`config.mk`:
```
export PLATFORM = sky130hd
export DESIGN_NAME = uart_tx_byte
export DESIGN_NICKNAME = d
export VERILOG_FILES = /design/src/rtl/uart_pkg.sv /design/src/rtl/uart_tx_fifo.sv /design/src/rtl/uart_tx_byte.sv
export SDC_FILE = /design/constraint.sdc
export NUM_CORES = 1
export LEC_CHECK = 0
export BUFFER_PORTS_ARGS = -buffer_cell sky130_fd_sc_hd__buf_2
export CORE_MARGIN = 3
export CORE_UTILIZATION = 60
export CTS_CLUSTER_SIZE = 24
export DETAILED_ROUTE_END_ITERATION = 10
export PLACE_DENSITY = 0.78
export SYNTH_ARGS = -nofsm -noshare
export SYNTH_HDL_FRONTEND = slang
export SYNTH_SLANG_ARGS = --single-unit
```
`constraint.sdc`:
```
create_clock -name clk -period 3.1 [get_ports clk]
set_clock_uncertainty 0.05 [all_clocks]
set_input_delay 0.62 -clock clk [delete_from_list [all_inputs] [get_ports clk]]
set_output_delay 0.62 -clock clk [all_outputs]
set_load 0.02 [all_outputs]
```
`src/rtl/uart_pkg.sv`:
```
// Shared types and helpers for the UART transmit path.
package uart_pkg;

    localparam int UART_DATA_BITS = 8;

    typedef enum logic [2:0] {
        ST_IDLE   = 3'd0,
        ST_START  = 3'd1,
        ST_DATA   = 3'd2,
        ST_PARITY = 3'd3,
        ST_STOP   = 3'd4
    } uart_tx_state_t;

    // Rounded clk cycles per bit.
    function automatic int baud_div(input int clk_freq, input int baud);
        return (clk_freq + baud / 2) / baud;
    endfunction

    function automatic logic even_parity(input logic [UART_DATA_BITS-1:0] data);
        return ^data;
    endfunction

endpackage

```
`src/rtl/uart_tx_fifo.sv`:
```
// Synchronous byte FIFO with show-ahead output; full/empty derive from the count.
module uart_tx_fifo
    import uart_pkg::*;
#(
    parameter int DEPTH = 4
) (
    input  logic                          clk,
    input  logic                          rst_n,
    input  logic                          wr_en,
    input  logic [UART_DATA_BITS-1:0]     wr_data,
    input  logic                          rd_en,
    output logic [UART_DATA_BITS-1:0]     q,
    output logic [$clog2(DEPTH):0]        count,
    output logic                          full,
    output logic                          empty
);

    localparam int AW = $clog2(DEPTH);
    localparam int CW = AW + 1;

    logic [UART_DATA_BITS-1:0] r_mem [DEPTH];
    logic [AW-1:0]             r_wr_ptr;
    logic [AW-1:0]             r_rd_ptr;
    logic [CW-1:0]             r_count;
    logic                      w_wr;
    logic                      w_rd;

    assign full  = (r_count == CW'(DEPTH));
    assign empty = (r_count == CW'(0));
    assign w_wr  = wr_en && !full;
    assign w_rd  = rd_en && !empty;
    assign q     = r_mem[r_rd_ptr];
    assign count = r_count;

    // Storage, pointers and occupancy; pointers wrap naturally at DEPTH.
    always_ff @(posedge clk or negedge rst_n) begin
        if (!rst_n) begin
            for (int i = 0; i < DEPTH; i++) begin
                r_mem[i] <= '0;
            end
            r_wr_ptr <= '0;
            r_rd_ptr <= '0;
            r_count  <= '0;
        end else begin
            if (w_wr) begin
                r_mem[r_wr_ptr] <= wr_data;
                r_wr_ptr        <= r_wr_ptr + AW'(1);
            end
            if (w_rd) begin
                r_rd_ptr <= r_rd_ptr + AW'(1);
            end
            case ({w_wr, w_rd})
                2'b10:   r_count <= r_count + CW'(1);
                2'b01:   r_count <= r_count - CW'(1);
                default: r_count <= r_count;
            endcase
        end
    end

endmodule

```
`src/rtl/uart_tx_byte.sv`:
```
// Buffered UART transmitter, 8N1 by default; define UART_TX_PARITY_EN for 8E1 frames.
module uart_tx_byte
    import uart_pkg::*;
#(
    parameter int CLK_FREQ = 50_000_000,
    parameter int BAUD     = 115200,
    parameter int DEPTH    = 4
) (
    input  logic                      clk,
    input  logic                      rst_n,
    input  logic [UART_DATA_BITS-1:0] din,
    input  logic                      din_vld,
    output logic                      rdy,
    output logic                      tx,
    output logic                      busy,
    output logic                      ovf
);

    localparam int BAUD_DIV = baud_div(CLK_FREQ, BAUD);
    localparam int DIV_W    = $clog2(BAUD_DIV);
    localparam int CW       = $clog2(DEPTH) + 1;
    localparam int BW       = $clog2(UART_DATA_BITS);

    localparam logic [2:0] S_IDLE   = ST_IDLE;
    localparam logic [2:0] S_START  = ST_START;
    localparam logic [2:0] S_DATA   = ST_DATA;
    localparam logic [2:0] S_STOP   = ST_STOP;
`ifdef UART_TX_PARITY_EN
    localparam logic [2:0] S_PARITY = ST_PARITY;
`endif

    logic [2:0]                r_state;
    logic [DIV_W-1:0]          r_div;
    logic [BW-1:0]             r_bit;
    logic [UART_DATA_BITS-1:0] r_shift;
    logic                      r_tx;
    logic                      r_ovf;
`ifdef UART_TX_PARITY_EN
    logic                      r_par;
`endif

    logic [UART_DATA_BITS-1:0] w_q;
    logic [CW-1:0]             w_count;
    logic                      w_full;
    logic                      w_empty;
    logic                      w_wr;
    logic                      w_last;
    logic                      w_pop;

    // The full check uses the pre-edge count, so a same-cycle pop never frees room for a write.
    assign w_wr   = din_vld && !w_full;
    assign w_last = (r_div == DIV_W'(BAUD_DIV - 1));
    assign w_pop  = !w_empty && ((r_state == S_IDLE) || ((r_state == S_STOP) && w_last));

    uart_tx_fifo #(.DEPTH(DEPTH)) u_fifo (
        .clk     (clk),
        .rst_n   (rst_n),
        .wr_en   (w_wr),
        .wr_data (din),
        .rd_en   (w_pop),
        .q       (w_q),
        .count   (w_count),
        .full    (w_full),
        .empty   (w_empty)
    );

    assign rdy  = (w_count <= CW'(DEPTH - 2));
    assign busy = (r_state != S_IDLE) || (w_count != CW'(0));
    assign tx   = r_tx;
    assign ovf  = r_ovf;

    // Frame sequencer; tx is registered and updated one bit ahead on each transition.
    always_ff @(posedge clk or negedge rst_n) begin
        if (!rst_n) begin
            r_state <= S_IDLE;
            r_div   <= '0;
            r_bit   <= '0;
            r_shift <= '0;
            r_tx    <= 1'b1;
`ifdef UART_TX_PARITY_EN
            r_par   <= 1'b0;
`endif
        end else begin
            case (r_state)
                S_IDLE: begin
                    if (w_pop) begin
                        r_shift <= w_q;
                        r_div   <= '0;
                        r_bit   <= '0;
                        r_tx    <= 1'b0;
                        r_state <= S_START;
`ifdef UART_TX_PARITY_EN
                        r_par   <= even_parity(w_q);
`endif
                    end else begin
                        r_tx <= 1'b1;
                    end
                end
                S_START: begin
                    if (w_last) begin
                        r_div   <= '0;
                        r_tx    <= r_shift[0];
                        r_state <= S_DATA;
                    end else begin
                        r_div <= r_div + DIV_W'(1);
                    end
                end
                S_DATA: begin
                    if (w_last) begin
                        r_div   <= '0;
                        r_shift <= r_shift >> 1;
                        r_bit   <= r_bit + BW'(1);
                        if (r_bit == BW'(UART_DATA_BITS - 1)) begin
`ifdef UART_TX_PARITY_EN
                            r_tx    <= r_par;
                            r_state <= S_PARITY;
`else
                            r_tx    <= 1'b1;
                            r_state <= S_STOP;
`endif
                        end else begin
                            r_tx <= r_shift[1];
                        end
                    end else begin
                        r_div <= r_div + DIV_W'(1);
                    end
                end
`ifdef UART_TX_PARITY_EN
                S_PARITY: begin
                    if (w_last) begin
                        r_div   <= '0;
                        r_tx    <= 1'b1;
                        r_state <= S_STOP;
                    end else begin
                        r_div <= r_div + DIV_W'(1);
                    end
                end
`endif
                S_STOP: begin
                    if (w_last) begin
                        r_div <= '0;
                        if (w_pop) begin
                            r_shift <= w_q;
                            r_bit   <= '0;
                            r_tx    <= 1'b0;
                            r_state <= S_START;
`ifdef UART_TX_PARITY_EN
                            r_par   <= even_parity(w_q);
`endif
                        end else begin
                            r_tx    <= 1'b1;
                            r_state <= S_IDLE;
                        end
                    end else begin
                        r_div <= r_div + DIV_W'(1);
                    end
                end
                default: begin
                    r_div   <= '0;
                    r_tx    <= 1'b1;
                    r_state <= S_IDLE;
                end
            endcase
        end
    end

    // Sticky drop flag; only reset clears it.
    always_ff @(posedge clk or negedge rst_n) begin
        if (!rst_n) begin
            r_ovf <= 1'b0;
        end else if (din_vld && w_full) begin
            r_ovf <= 1'b1;
        end else begin
            r_ovf <= r_ovf;
        end
    end

endmodule
```
==> results.ini, run 1 <==
[worst_setup_path]
critical_path.cell_chain=inv_1, ha_1, and4b_1, a21oi_1, nor2_1, ha_1, inv_1, fa_1, xor2_1, nor2_1, xor2_1
cp.required_ns=3.33
path_delay_family=adder cells
crit_fanout=4
critPathKind=reg -> reg
cpPeakStageDelay_ns=0.40
startpoint_type=flop
path_buf_inv=2
cp_slowest_cell=dfrtp_1
endpoint_kind=flop
cp_data_arrival_time_ns=2.62

[timing]
finalMaxSlewViolations=0
max_freq_mhz=418
setup-violations-final=0
rsz0062_at_grt=no
worstMarginPinSlew_ns=0.761
fin_tns_setup_ns=0
fin_crit_sh_pct=77.2
timing.final.ws_setup_ns=0.706
hold_viol_final=0
fin_crit_ns=2.39
slew-limit-headroom_pct=49.3

[yosys]
avgSynthCellArea_um2=13.6
synth-edff-count=0
synth_nets=252
synth.distinct_cells=45
ys_top_cells_by_area=dfrtp_1 (50%), mux2_2 (15%), mux4_2 (5.7%), ha_1 (3.6%), mux2_4 (3.3%)
ys_async_sr_fraction_pct=100
synthCells=231
synthesis.area_um2=3140
seq_area_frac_synth_pct=51.0
synth-seq-cells=64
synth.largest_area_cell=dfrtp_1
synth_warnings=0
yosysTopAreaCellShare_pct=50.2
synthFlopType=dfrtp_1

[floorplanning]
rows=25
io_pins=15
coreArea_um2=4880
die_h_um=78.3
start_util_pct=64.4
fp.dieW_um=78.3
dieArea_um2=6140

[detailed_routing]
vias=1828
drc=0
viasPerCell=5.61
drt_first_iter_violations=96
drt_first_pass_iters=4
wl_per_cell_um=16.2
ant_nets=0
drt_wl_total_um=5280

[final_layout]
final_common_cell=dfrtp_1
nets=275
layout-area-overhead-vs-synth_pct=11.3
layout.filler_cells=368
n_antenna_cell=0
fin_util_pct=71.6
drive_gt1_share_pct=39.8
mostFrequentLayoutCells=dfrtp_1 (63), mux2_2 (42), buf_2 (14)

[worst_hold_path]
hp-class=in -> async

[clock_network]
cts_tree=built
cts_inserted_buffers=9
post-cts-setup-buffers=0
ctsHoldBuffers=0
cts-root-buf=clkbuf_8
clkTransAtPathRegs_ns=0.07
ctsLongestPathBuffers=2
cts-htree-levels=3
cts_sinks=64
ctsResizeCount=0
worstSkewPairLatency_ns=0.35

[power]
powerDensity_nw_per_um2=1080
combPwrFrac_pct=39.2
swShare_pct=31.9
seqPwrFrac_pct=39.8
max-vdd-ir-drop_mv=0.529
switchingPower_mw=1.20
leakage_nw=1.54
clkPwrFrac_pct=21.1
power.internal_mw=2.56

[placed_design]
dp_hpwl_um=3620
place_ws_ns=0.691
gp_congestion=0.864
portBuffers=14

[global_route]
grt_pass1_vias=1843
grt_pass1_wl_um=9220
antenna_found_initial=0
grt_max_degree=31
overflow=0
grt_use_total_pct=20.2

[flow_run]
maxCapViolations=0

[outcome]
status=completed

[synthesized netlist by cell type (all sizes together), types with 2 or more instances]
master  instances
dfrtp          63
o21ai           5
nor3            5
nand4           2
a211o           2
nor3b           2
mux4            8
a21oi           5
buf             5
ha              9
a31o            2
nor2           11
xor2            5
xnor2           8
a22o            2
inv            11
o22ai           2
nand2          13
mux2           49
a21boi          2
and2            2
a211oi          2
[cell type report]
class / instances / area [um^2] / share of cell area [%]
sequential: 64 / 1600 / 45.8
inverter: 11 / 41.3 / 1.18
tap: 67 / 83.8 / 2.40
clock inverter: 5 / 80.1 / 2.29
multi-input combinational: 150 / 1450 / 41.4
clock buffer: 11 / 141 / 4.04
timing repair buffer: 18 / 100 / 2.86
[worst paths after layout]
| path | end | slack (ns) | cells past startpoint | startpoint |
|---|---|---|---|---|
| max | u_fifo.count[2] | 0.71 | 11 | r_div[1] |
| min | r_div[4] | 0.26 | 1 | rst_n |
| max reg2reg | u_fifo.count[2] | 0.71 | 11 | r_div[1] |
| min reg2reg | ovf | 0.42 | 1 | ovf |
| max in group asynchronous | tx | 1.98 | 2 | rst_n |
| min in group clk | ovf | 0.42 | 1 | ovf |
[routing by layer]
metal	wire, um	part of all wire (%)	vias to the layer above	track usage (%)
met5	0	0	-	0
met4	119	2.3	0	9.97
met3	184	3.5	11	6.19
met2	2440	46	24	30.5
met1	2540	48	912	26.6
li1	-	-	881	-
[logic make-up (layout without fill, tap and decap cells)]
family,count (synthesis),after routing,synth area share (%)
AO/OA/AOI/OAI,27,27,6.53
AND/OR/NAND/NOR,42,42,7.21
XOR/XNOR,13,13,3.63
multiplexers,58,58,24.5
adder cells (fa/ha/maj),10,10,4.22
flip-flops,64,64,51.0
buffers and inverters,17,45,2.91
[power groups by stage]
stage | combinational, mW | clock, mW | sequential (mW)
floorplan | 1.34 | 0 | 1.37
global placement | 1.45 | 0 | 1.49
detailed placement | 1.49 | 0 | 1.51
CTS | 1.49 | 0.815 | 1.50
global route | 1.63 | 0.857 | 1.55
finish | 1.47 | 0.793 | 1.50
[sequential cells by signal (all words and copies together), names as in the netlist]
signal and flops:
r_div 9, u_fifo.r_mem 32, ovf 1, u_fifo.r_rd_ptr 2, u_fifo.count 3, u_fifo.r_wr_ptr 2
r_state 3, r_bit 3, r_shift 8, tx 1
[metrics by stage]
stage | hold WS [ns] | power (mW) | std cells | area (um^2)
floorplan | 0.274 | 2.71 | 231 | 3140
global placement | 0.404 | 2.94 | 310 | 3270
detailed placement | 0.403 | 3.00 | 310 | 3270
CTS | 0.270 | 3.81 | 326 | 3500
global route | 0.299 | 4.03 | 326 | 3500
finish | 0.263 | 3.77 | 326 | 3500
No activity file was read; power rests on OpenSTA's default activity.
==> run 2: changes to the inputs <==
--- a/config.mk
+++ b/config.mk
@@ -5,6 +5,7 @@
 export SDC_FILE = /design/constraint.sdc
 export NUM_CORES = 1
 export LEC_CHECK = 0
+export ABC_AREA = 1
 export BUFFER_PORTS_ARGS = -buffer_cell sky130_fd_sc_hd__buf_2
 export CORE_MARGIN = 3
 export CORE_UTILIZATION = 60
==> constraint.sdc (replaced) <==
create_clock -name clk -period 2.5 [get_ports clk]
set_clock_uncertainty 0.05 [all_clocks]
set_input_delay 0.5 -clock clk [delete_from_list [all_inputs] [get_ports clk]]
set_output_delay 0.5 -clock clk [all_outputs]
set_load 0.02 [all_outputs]
==> run 2 against run 1 <==
Global-route usage is 2.5 points higher. Cell area rose by 2.8%. Sequential share of layout area fell by 1.3 points. Worst hold slack got worse by 0.16 ns. Largest cell class unchanged. Largest power group unchanged. Highest routed layer unchanged. Wire length grew 18%. Combinational power fell by 50%. Via count up 37%. First-iteration DRC count up 66%.
==> results.ini, run 2 <==
[timing]
slew-limit-headroom_pct=73.3
worstMarginPinSlew_ns=0.400
finalMaxSlewViolations=0
setup-violations-final=0
fin_crit_sh_pct=93.7
max_freq_mhz=427
fin_crit_ns=2.34
whs_ns=0.104
hold_viol_final=0
rsz0062_at_grt=no
fin_tns_setup_ns=0

[final_layout]
final_common_cell=nand2_1
n_antenna_cell=0
largest_reg_flops=32
mostFrequentLayoutCells=nand2_1 (103), dfrtp_1 (63), o21ai_0 (51)
top_register=u_fifo.r_mem
top_regs=u_fifo.r_mem: 32 flops, r_div: 9 flops, r_shift: 8 flops
layout-area-overhead-vs-synth_pct=8.54
nets=425
final_cell_area_um2=3590
drive_gt1_share_pct=15.7
fin_util_pct=68.6
final_cells=478

[yosys]
synth_warnings=0
ys_async_sr_fraction_pct=100
yosys-mux-area-fraction_pct=0
netlist_top_cells_count=nand2_1 (103), dfrtp_1 (63), o21ai_0 (51), inv_1 (41), nand3_1 (38)
synthXorXnorAreaFrac_pct=1.59
seq_area_frac_synth_pct=48.4
synthesis.area_um2=3310
synth.largest_area_cell=dfrtp_1
synth.most_common_cell=nand2_1
synth.distinct_cells=31
ys_top_cells_by_area=dfrtp_1 (48%), nand2_1 (12%), o21ai_0 (7.7%), nand3_1 (5.7%), inv_1 (4.6%)
synthCells=388
synth-edff-count=0
synth_top_family_by_area=simple AND/OR/NAND/NOR gates
avgSynthCellArea_um2=8.54
synthFlopType=dfrtp_1
yosysTopAreaCellShare_pct=47.6
yosys.area_share.simple_pct=26.5
synth_compound_area_share_pct=10.5
synth_nets=409
yosys.area_share.adder_pct=4.00
synth-seq-cells=64

[clock_network]
ctsLongestPathBuffers=2
clkTransAtPathRegs_ns=0.07
cts_tree=built
worstSkewPairLatency_ns=0.34
cts_sinks=64
cts-htree-levels=3
ctsHoldBuffers=0
cts-root-buf=clkbuf_8
cts_inserted_buffers=9

[detailed_routing]
drt_first_pass_iters=5
viasPerCell=5.24
drc=0
vias=2507
wl_per_cell_um=13.1
ant_nets=0
drt_wl_total_um=6250
drt_first_iter_violations=159

[worst_setup_path]
timing.rr.start=r_div[1]
endpoint_kind=flop
cp.required_ns=2.66
crit_fanout=11
reg2reg_depth=14
r2r_slack_ns=0.16
r2r-end=u_fifo.count[2]
critPathKind=reg -> reg
cp_data_arrival_time_ns=2.50
startpoint_type=flop

[global_route]
grt_pass1_wl_um=11100
grt_pass1_vias=2383
grt_use_total_pct=22.7
overflow=0
antenna_found_initial=0
grt_max_degree=65

[worst_hold_path]
hp-class=in -> async

[power]
max-vdd-ir-drop_mv=0.656
leakage_nw=1.83
powerDensity_nw_per_um2=875

[outcome]
status=completed

[floorplanning]
io_pins=15
start_util_pct=63.2
rows=26
coreArea_um2=5240
dieArea_um2=6450
die_h_um=80.3
fp.dieW_um=80.3

[flow_run]
maxCapViolations=0

[placed_design]
portBuffers=14
placed_cell_area_um2=3380
gp_congestion=0.829
dp_hpwl_um=4160
dpl.cell_count=462

## run 2: cell count changes after synthesis, moves of 4 or more
| cell | before | now |
|---|---|---|
| nand2_1 | 13 | 103 |
| o21ai_0 | 5 | 51 |
| mux2_2 | 42 | 0 |
| nand3_1 | 1 | 38 |
| inv_1 | 11 | 41 |
| mux4_2 | 8 | 0 |
| nand2_4 | 0 | 8 |
| mux2_4 | 7 | 0 |
| xnor2_1 | 8 | 1 |
| inv_2 | 0 | 5 |
| nand2_2 | 0 | 5 |
| nand3_2 | 0 | 5 |
| o21ai_1 | 0 | 5 |
| nor3_1 | 5 | 1 |
## run 2: worst max-delay path by stage
stage                        start         endpoint  cells past startpoint
after floorplan           r_div[1]  u_fifo.count[2]                     15
after global placement    r_div[1]  u_fifo.count[2]                     14
after detailed placement  r_div[1]  u_fifo.count[2]                     14
after CTS                 r_div[1]  u_fifo.count[2]                     14
after global routing      r_div[1]  u_fifo.count[2]                     14
final                     r_div[1]  u_fifo.count[2]                     14
## run 2: timing repair
item                                    4_1_cts  5_1_grt
buffers inserted                              0        1
endpoints found under the setup margin        0        1
resized for setup                             0        0
## run 2: layer usage
layer	vias to the layer above	wire length (um)	part of all wire (%)	track usage, %
met3	8	261	4.2	6.73
met1	1166	3030	48	31.2
met4	0	103	1.6	9.12
li1	1272	-	-	-
met5	-	0	0	0
met2	61	2860	46	33.6
## run 2: area by class of cell
type,count,area (um^2)
clock buffers,12,165
flip-flops and latches,64,1600
clock inverters,3,40.0
multi-input cells,264,1410
well taps,70,87.6
fillers,436,1640
repair buffers,17,105
inverters,48,181
## run 2: power by group
group	internal (mW)	total, mW	switching, mW	leakage [nW]
clock network	0.533	0.916	0.383	0.108
logic	0.290	0.742	0.452	0.908
registers	1.32	1.49	0.169	0.810
## run 2: logic make-up (layout without fill, tap and decap cells)
group                      after synthesis  in the layout
xor gates and xnor gates                 6              6
buffers and inverters                   60             80
AOI/OAI and AO/OA                       67             67
DFF                                     64             64
adders and majority gates               10             10
and+or+nand+nor                        181            181
## run 2: per-stage QoR
stage                     setup slack [ns]  total power, mW
after global routing               0.00681             3.38
after detailed placement             0.141             2.24
after CTS                            0.145             3.17
after floorplan                      0.234             2.08
after global placement               0.233             2.21
final                                0.158             3.15
## run 2: worst max-delay path: stages (launching register included)
cell and delay [ns]:
dfrtp_1 0.41, inv_1 0.07, ha_1 0.13, nand2_1 0.08, nor2_4 0.14, nand2_4 0.08, nand2_2 0.08, nand2_4 0.11
clkinv_2 0.10, ha_1 0.14, inv_1 0.07, fa_1 0.37, a21oi_1 0.14, o21ai_0 0.10, xor2_1 0.15
